`config.mk`:
```
export PLATFORM = sky130hd
export DESIGN_NAME = ace_snoop_bcast
export DESIGN_NICKNAME = d
export VERILOG_FILES = /design/src/rtl/ace_snoop_bcast.sv
export SDC_FILE = /design/constraint.sdc
export NUM_CORES = 1
export LEC_CHECK = 0
export CORE_AREA = 2 2 143 145
export CTS_CLUSTER_DIAMETER = 80
export DETAILED_ROUTE_END_ITERATION = 16
export DIE_AREA = 0 0 145 147
export GPL_TIMING_DRIVEN = 0
export PLACE_DENSITY = 0.61
export SLEW_MARGIN = 20
export SYNTH_ARGS = -nofsm -noshare
export SYNTH_HDL_FRONTEND = slang
export SYNTH_SLANG_ARGS = --single-unit
```
`constraint.sdc`:
```
create_clock -name clk_i -period 3.85 [get_ports clk_i]
set_input_delay 0.77 -clock clk_i [delete_from_list [all_inputs] [get_ports clk_i]]
set_output_delay 0.77 -clock clk_i [all_outputs]
set_load 0.01 [all_outputs]
```
`src/rtl/ace_snoop_bcast.sv`:
```
// ace_snoop_bcast
// Snoop broadcast and response-merge stage. A single AC request from the CCU
// is broadcast to every snooped master except the initiator. Each target's CR
// is ORed into one merged CR for the CCU. If any target transfers data, the
// lowest-indexed such port's CD burst is forwarded and all other bursts are
// drained.
//
// Ports
//   clk_i, rst_ni              clock, async active-low reset
//   ac_*_i / ac_ready_o        snoop request from the CCU
//   snp_ac_*                   per-port AC broadcast (shared payload)
//   snp_cr_*                   per-port snoop responses
//   snp_cd_*                   per-port snoop data
//   cr_*                       merged response to the CCU
//   cd_*                       forwarded snoop data to the CCU
//
// state | meaning
// ------+--------------------------------------------------------------
// IDLE  | ready for a new AC from the CCU
// SNOOP | AC broadcast to targets, collecting their CRs
// RESP  | merged CR presented to the CCU
// DATA  | forwarding one CD burst, draining the others
module ace_snoop_bcast #(
    parameter int unsigned NoPorts   = 2,
    parameter int unsigned AddrWidth = 64,
    parameter int unsigned DataWidth = 64,
    parameter int unsigned IdxW      = (NoPorts > 1) ? $clog2(NoPorts) : 1
) (
    input  logic                         clk_i,
    input  logic                         rst_ni,
    input  logic                         ac_valid_i,
    output logic                         ac_ready_o,
    input  logic [AddrWidth-1:0]         ac_addr_i,
    input  logic [3:0]                   ac_snoop_i,
    input  logic [2:0]                   ac_prot_i,
    input  logic [IdxW-1:0]              ac_src_i,
    output logic [NoPorts-1:0]           snp_ac_valid_o,
    input  logic [NoPorts-1:0]           snp_ac_ready_i,
    output logic [AddrWidth-1:0]         snp_ac_addr_o,
    output logic [3:0]                   snp_ac_snoop_o,
    output logic [2:0]                   snp_ac_prot_o,
    input  logic [NoPorts-1:0]           snp_cr_valid_i,
    output logic [NoPorts-1:0]           snp_cr_ready_o,
    input  logic [NoPorts*5-1:0]         snp_cr_resp_i,
    input  logic [NoPorts-1:0]           snp_cd_valid_i,
    output logic [NoPorts-1:0]           snp_cd_ready_o,
    input  logic [NoPorts*DataWidth-1:0] snp_cd_data_i,
    input  logic [NoPorts-1:0]           snp_cd_last_i,
    output logic                         cr_valid_o,
    input  logic                         cr_ready_i,
    output logic [4:0]                   cr_resp_o,
    output logic [IdxW-1:0]              cr_src_o,
    output logic                         cd_valid_o,
    input  logic                         cd_ready_i,
    output logic [DataWidth-1:0]         cd_data_o,
    output logic                         cd_last_o
);

    typedef enum logic [1:0] {IDLE, SNOOP, RESP, DATA} state_e;

    state_e                 state_q;
    logic [AddrWidth-1:0]   addr_q;
    logic [3:0]             snoop_q;
    logic [2:0]             prot_q;
    logic [NoPorts-1:0]     tgt_q;
    logic [NoPorts-1:0]     ac_done_q;
    logic [NoPorts-1:0]     cr_done_q;
    logic [NoPorts-1:0]     dt_q;
    logic [NoPorts-1:0]     cd_done_q;
    logic [4:0]             resp_q;

    logic [NoPorts-1:0]     tgt_d;
    logic [NoPorts-1:0]     ac_hs;
    logic [NoPorts-1:0]     cr_hs;
    logic [NoPorts-1:0]     cd_last_hs;
    logic [NoPorts-1:0]     dt_new;
    logic [4:0]             resp_merge;
    logic [IdxW-1:0]        sel;

    // A source index beyond the port count matches no bit, so nobody is excluded.
    always_comb begin
        tgt_d = '1;
        for (int i = 0; i < NoPorts; i++) begin
            if (int'(ac_src_i) == i) tgt_d[i] = 1'b0;
        end
    end

    // Lowest-indexed port that reported DataTransfer supplies the data.
    always_comb begin
        sel = '0;
        for (int i = NoPorts - 1; i >= 0; i--) begin
            if (dt_q[i]) sel = IdxW'(i);
        end
    end

    assign ac_hs      = snp_ac_valid_o & snp_ac_ready_i;
    assign cr_hs      = snp_cr_ready_o & snp_cr_valid_i;
    assign cd_last_hs = snp_cd_valid_i & snp_cd_ready_o & snp_cd_last_i;

    always_comb begin
        resp_merge = resp_q;
        dt_new     = '0;
        for (int i = 0; i < NoPorts; i++) begin
            if (cr_hs[i]) begin
                resp_merge = resp_merge | snp_cr_resp_i[i*5 +: 5];
                dt_new[i]  = snp_cr_resp_i[i*5];
            end
        end
    end

    assign snp_ac_addr_o  = addr_q;
    assign snp_ac_snoop_o = snoop_q;
    assign snp_ac_prot_o  = prot_q;

    always_comb begin
        ac_ready_o     = 1'b0;
        snp_ac_valid_o = '0;
        snp_cr_ready_o = '0;
        snp_cd_ready_o = '0;
        cr_valid_o     = 1'b0;
        cr_resp_o      = '0;
        cr_src_o       = '0;
        cd_valid_o     = 1'b0;
        cd_data_o      = '0;
        cd_last_o      = 1'b0;
        case (state_q)
            IDLE: ac_ready_o = 1'b1;
            SNOOP: begin
                snp_ac_valid_o = tgt_q & ~ac_done_q;
                snp_cr_ready_o = tgt_q & ac_done_q & ~cr_done_q;
            end
            RESP: begin
                cr_valid_o = 1'b1;
                cr_resp_o  = resp_q;
                cr_src_o   = sel;
            end
            DATA: begin
                // Ports whose burst has completed stop being accepted so a
                // stray beat cannot be swallowed.
                for (int i = 0; i < NoPorts; i++) begin
                    if (dt_q[i] && !cd_done_q[i]) begin
                        snp_cd_ready_o[i] = (int'(sel) == i) ? cd_ready_i : 1'b1;
                    end
                end
                cd_valid_o = snp_cd_valid_i[sel] & ~cd_done_q[sel];
                cd_data_o  = snp_cd_data_i[int'(sel)*DataWidth +: DataWidth];
                cd_last_o  = snp_cd_last_i[sel];
            end
            default: ;
        endcase
    end

    always_ff @(posedge clk_i or negedge rst_ni) begin
        if (!rst_ni) begin
            state_q   <= IDLE;
            addr_q    <= '0;
            snoop_q   <= '0;
            prot_q    <= '0;
            tgt_q     <= '0;
            ac_done_q <= '0;
            cr_done_q <= '0;
            dt_q      <= '0;
            cd_done_q <= '0;
            resp_q    <= '0;
        end else begin
            case (state_q)
                IDLE: begin
                    if (ac_valid_i) begin
                        addr_q    <= ac_addr_i;
                        snoop_q   <= ac_snoop_i;
                        prot_q    <= ac_prot_i;
                        tgt_q     <= tgt_d;
                        ac_done_q <= '0;
                        cr_done_q <= '0;
                        dt_q      <= '0;
                        cd_done_q <= '0;
                        resp_q    <= '0;
                        state_q   <= SNOOP;
                    end
                end
                SNOOP: begin
                    ac_done_q <= ac_done_q | ac_hs;
                    cr_done_q <= cr_done_q | cr_hs;
                    dt_q      <= dt_q | dt_new;
                    resp_q    <= resp_merge;
                    // Look ahead at this cycle's handshakes so RESP follows the
                    // final CR directly; an empty target set falls through here.
                    if ((cr_done_q | cr_hs) == tgt_q) state_q <= RESP;
                end
                RESP: begin
                    if (cr_ready_i) state_q <= (dt_q != '0) ? DATA : IDLE;
                end
                DATA: begin
                    cd_done_q <= cd_done_q | cd_last_hs;
                    if ((cd_done_q | cd_last_hs) == dt_q) state_q <= IDLE;
                end
                default: state_q <= IDLE;
            endcase
        end
    end

endmodule

```
---- Word-level counts from Yosys, hierarchy flattened ----
Index checks and enable logic that the tools add are counted.
operators by class
  bitwise operators ....................... 17
  magnitude comparators ................... 1
  mux-type cells .......................... 41
  reductions and logical operators ........ 12
  eq/ne operators ......................... 9
  shift operators ......................... 1
operator list
  operator                                            number
  indexed part select 128 x 8 -> 64 bit               1
  two-way mux 64 bit                                  1
  two-way mux 1 bit                                   21
  two-way mux 5 bit                                   4
  two-way mux 2 bit                                   9
  one-hot mux 2 bit (2 select lines)                  4
  bitwise AND 2 bit                                   7
  bitwise OR 5 bit                                    2
  one-hot mux 5 bit (2 select lines)                  1
  inequality test 2 bit, second input constant        4
  bitwise OR 2 bit                                    4
  one-hot mux 2 bit (4 select lines)                  1
  AND reduction 2 bit                                 3
  nonzero test 2 bit                                  3
  == test 2 bit                                       2
  == test 2 bit, second input constant                2
  NOT 2 bit                                           2
  AND reduction 4 bit                                 1
  == test 2 x 1 -> 1 bit, second input constant       1
  logical AND 1 bit                                   2
  zero test 1 bit                                     2
  zero test 2 bit                                     1
  < comparator 1 x 2 -> 1 bit, second input constant  1
  bitwise AND 1 bit                                   1
  NOT 1 bit                                           1
word-level totals
  logic and storage cells ................. 91
  flip-flop bits (word level) ............. 88
  input bits .............................. 223

---- Depth between registers and ports, before layout ----
Gate-level depths: netlist (run 1).
  word-level depth ........................ 11
  depth in mapped cells ................... 7
  mapped depth without buffers ............ 4

---- Least setup slack after synthesis (run 1) ----
OpenSTA, ideal clock, no wires.
  path type ............................... register to output
  from .................................... reg dt_q[0]
  to ...................................... out cd_data_o[23]
  arrival time ............................ 1.289 ns
  required time ........................... 3.080 ns
  stages on the path, launching flop included .. 7
  slack ................................... 1.791 ns
  cells stage by stage .................... dfrtp_1 > buf_2 > nor2b_1 > buf_2 > buf_2 > nand2_1 > a21oi_1
between the ends
  cells in the longest elaborated chain, start to end .. 3
ends and longest elaborated chain
  what                                   RTL line  text
  start, declared                        68        logic [NoPorts-1:0] dt_q;
  start signal, assigned                 184       dt_q <= dt_q | dt_new;
  two-way mux 1 bit                      92        if (dt_q[i]) sel = IdxW'(i);
  indexed part select 128 x 8 -> 64 bit  146       cd_data_o = snp_cd_data_i[int'(sel)*DataWidth +: DataWidth];
  two-way mux 64 bit                     126       case (state_q)
  end, declared                          55        output logic [DataWidth-1:0] cd_data_o,
No other way between the ends.

---- Worst setup path after layout (run 1) ----
  from .................................... reg dt_q[0]
  to ...................................... out cd_data_o[36]
Same word-level chain as after synthesis.

==> flow_summary.json, run 1 <==
{
  "outcome": "finished clean",
  "clk_pin_slew_ns": 0.07,
  "fin_cells": 1290,
  "pwr-share-comb_pct": 54.3,
  "drt_iter0_markers": 219,
  "coreArea_um2": 19800,
  "post-place-cells": 1271,
  "grt_pass1_wl_mm": 33.8,
  "start_util_pct": 22.8,
  "synth_nets": 850,
  "ys_warn_count": 0,
  "grt_pass1_vias": 5722,
  "die_y_um": 147,
  "routed_wirelength_mm": 22.2,
  "async_flop_share_pct": 100,
  "grt_max_degree": 75,
  "placed_area_um2": 8630,
  "drv_slew": 0,
  "swShare_pct": 39.0,
  "tightest_slew_ns": 0.711,
  "area_growth_syn_to_layout_pct": 97.6,
  "final-hold-violation-count": 0,
  "yosysMostFrequentCell": "nand2_1",
  "syn_area_um2": 4530,
  "p_total_mw": 5.55,
  "crit_arrival_ns": 2.56,
  "fillCellCount": 1981,
  "cap_violations": 0,
  "cts_setup_buffers": 0,
  "vias_per_cell": 4.30,
  "peakVddDrop_mv": 0.347,
  "synth.area.top_cells": "dfrtp_1 49%, nand2_1 29%, a21oi_1 7.7%",
  "grt.overflow.total": 0,
  "finalCritPeriodShare_pct": 86.6,
  "hp-class": "input port to asynchronous set/reset pin",
  "vias": 5551,
  "p_clk_share_pct": 16.7,
  "hold_buffers": 0,
  "io_buffers": 373,
  "ioPinCount": 374,
  "ys_seq_area_share_pct": 48.6,
  "route.detailed.drc": 0,
  "fin_area_um2": 8950,
  "post-dp-hpwl_mm": 18.2,
  "dr.pass1.iters": 4,
  "tritoncts": "built",
  "start_kind": "flop",
  "synth_cells": 627,
  "drive_above_1_share_pct": 3.93,
  "avgSynthCellArea_um2": 7.23,
  "p_seq_share_pct": 29.0,
  "h-tree-depth": 3,
  "place_congestion": 0.901,
  "insertion_delay_ns": 0.35,
  "critPathMaxFanout": 10,
  "ys_seq_elements": 88,
  "synth-edff-count": 0,
  "setup_violations": 0,
  "cts_root_buffer": "clkbuf_16",
  "rsz0062_at_grt": "false",
  "synth_top_area_share_pct": 48.6,
  "cts.sinks": 88,
  "clk_path_buf_depth": 2,
  "ctsResizeCount": 0,
  "p_switching_mw": 2.16,
  "fp.dieW_um": 145,
  "powerDensity_nw_per_um2": 620,
  "ys_top_cells_by_count": "355 x nand2_1, 88 x dfrtp_1, 70 x a21oi_1",
  "setup_total_negative_slack_ns": 0,
  "antenna_found_initial": 3,
  "grt_usage_pct": 20.7,
  "crit_required_ns": 3.08,
  "synth_top_area_cell": "dfrtp_1",
  "postRouteAntennaNets": 0,
  "rows": 52,
  "wl_per_cell_um": 17.2,
  "cts-buffers-inserted": 9,
  "crit_path_end_kind": "output port",
  "final_nets": 1235,
  "finalCriticalPeriod_ns": 3.33,
  "max_freq_mhz": 300,
  "clock_skew_ns": 0.00717,
  "ys_types": 33,
  "timing.hold.ws_ns": 0.241,
  "dieArea_um2": 21300,
  "internal-power_mw": 3.39,
  "leakage_nw": 4.00,
  "path_class": "flop to output port",
  "dominantRegCellSynth": "dfrtp_1",
  "slew-limit-headroom_pct": 52.5
}
## path summary, 6_finish.rpt
path,start,to,slack [ns],depth (start not counted)
max in group asynchronous,rst_ni,snp_ac_addr_o[62],2.99,2
max reg2reg,state_q[1],snp_ac_addr_o[55],2.05,6
min,rst_ni,snp_ac_addr_o[8],0.24,1
max,dt_q[0],cd_data_o[36],0.52,7
min reg2reg,snp_ac_prot_o[0],snp_ac_prot_o[0],0.47,2
min in group clk_i,snp_ac_prot_o[0],snp_ac_prot_o[0],0.47,2
## registers in the layout, indices dropped and copies added (netlist names)
| name | count |
|---|---|
| snp_ac_addr_o | 64 |
| resp_q | 5 |
| snp_ac_snoop_o | 4 |
| snp_ac_prot_o | 3 |
| ac_done_q | 2 |
| cd_done_q | 2 |
| cr_done_q | 2 |
| dt_q | 2 |
| state_q | 2 |
| tgt_q | 2 |
## cell families after synthesis
family / Yosys count / synth area share [%]
compound gates: 88 / 10.9
xor+xnor: 1 / 0.193
buf+inv: 50 / 4.89
flops: 88 / 48.6
simple gates: 400 / 35.4
## cell usage in the layout, fill, tap and decap left out, types with 2 or more instances in the layout
cell type        netlist  final
clkdlybuf4s50_1        0    372
nand2_1              355    355
dfrtp_1               88     88
a21oi_1               70     70
clkbuf_1              20     20
nor2_1                19     19
buf_2                 15     15
inv_1                  9      9
clkbuf_16              0      9
nand3b_1               5      5
and2_1                 5      5
a31oi_1                4      4
a222oi_1               4      4
diode_2                0      3
buf_1                  3      3
nor3_1                 3      3
buf_4                  2      2
nor3b_1                2      2
nand2b_1               2      2
nand3_1                2      2
o21ai_0                2      2
a311oi_1               2      2
o31a_1                 2      2
buf_6                  1      2
clkinv_4               0      2
## worst max-delay path, cell delays in order (launching register included)
cell             delay, ns
dfrtp_1               0.32
buf_2                 0.18
nand2b_1              0.24
buf_2                 0.27
buf_2                 0.26
nand2_1               0.08
a21oi_1               0.27
clkdlybuf4s50_1       0.60
## power groups by stage
stage | sequential, mW | clock, mW | combinational (mW)
after global routing | 1.67 | 0.995 | 3.34
after CTS | 1.62 | 0.956 | 3.06
after detailed placement | 1.62 | 0 | 3.04
after global placement | 1.61 | 0 | 3.03
final | 1.61 | 0.926 | 3.02
after floorplan | 1.76 | 0 | 1.22
## layout make-up
| cell class | instances | area, um2 | share of cell area (%) |
|---|---|---|---|
| flip-flops and latches | 88 | 2200 | 24.6 |
| clock inverters | 6 | 75.1 | 0.838 |
| clock buffers | 10 | 239 | 2.67 |
| plain buffers | 41 | 188 | 2.10 |
| well taps | 270 | 338 | 3.77 |
| repair buffers | 374 | 3760 | 42.0 |
| diodes | 3 | 7.51 | 0.0838 |
| multi-input cells | 489 | 2110 | 23.5 |
| inverters | 9 | 33.8 | 0.377 |
## stage by stage
step                      utilization (%)  setup slack (ns)
final                                45.1             0.516
after global routing                 45.1             0.351
after global placement               43.4             -1.53
after floorplan                         -              1.79
after CTS                            45.1             0.455
after detailed placement             43.5             0.730
## per-layer routing
metal  GRT usage (%)  wire length, um  up-vias
met5               0                0        -
met4            6.83              568        0
met3            7.92             1980       27
met2            36.3            10900      246
met1            23.3             8740     2525
li1                -                -     2753
(Power assumes the default switching activity.)
==> run 2: changes to the inputs <==
--- a/config.mk
+++ b/config.mk
@@ -9,6 +9,7 @@
 export CTS_CLUSTER_DIAMETER = 80
 export DETAILED_ROUTE_END_ITERATION = 16
 export DIE_AREA = 0 0 145 147
+export GPL_ROUTABILITY_DRIVEN = 0
 export GPL_TIMING_DRIVEN = 0
 export PLACE_DENSITY = 0.61
 export SLEW_MARGIN = 20
==> results of run 2 <==
The final DEF is identical to that of run 1; final timing and power are the same.
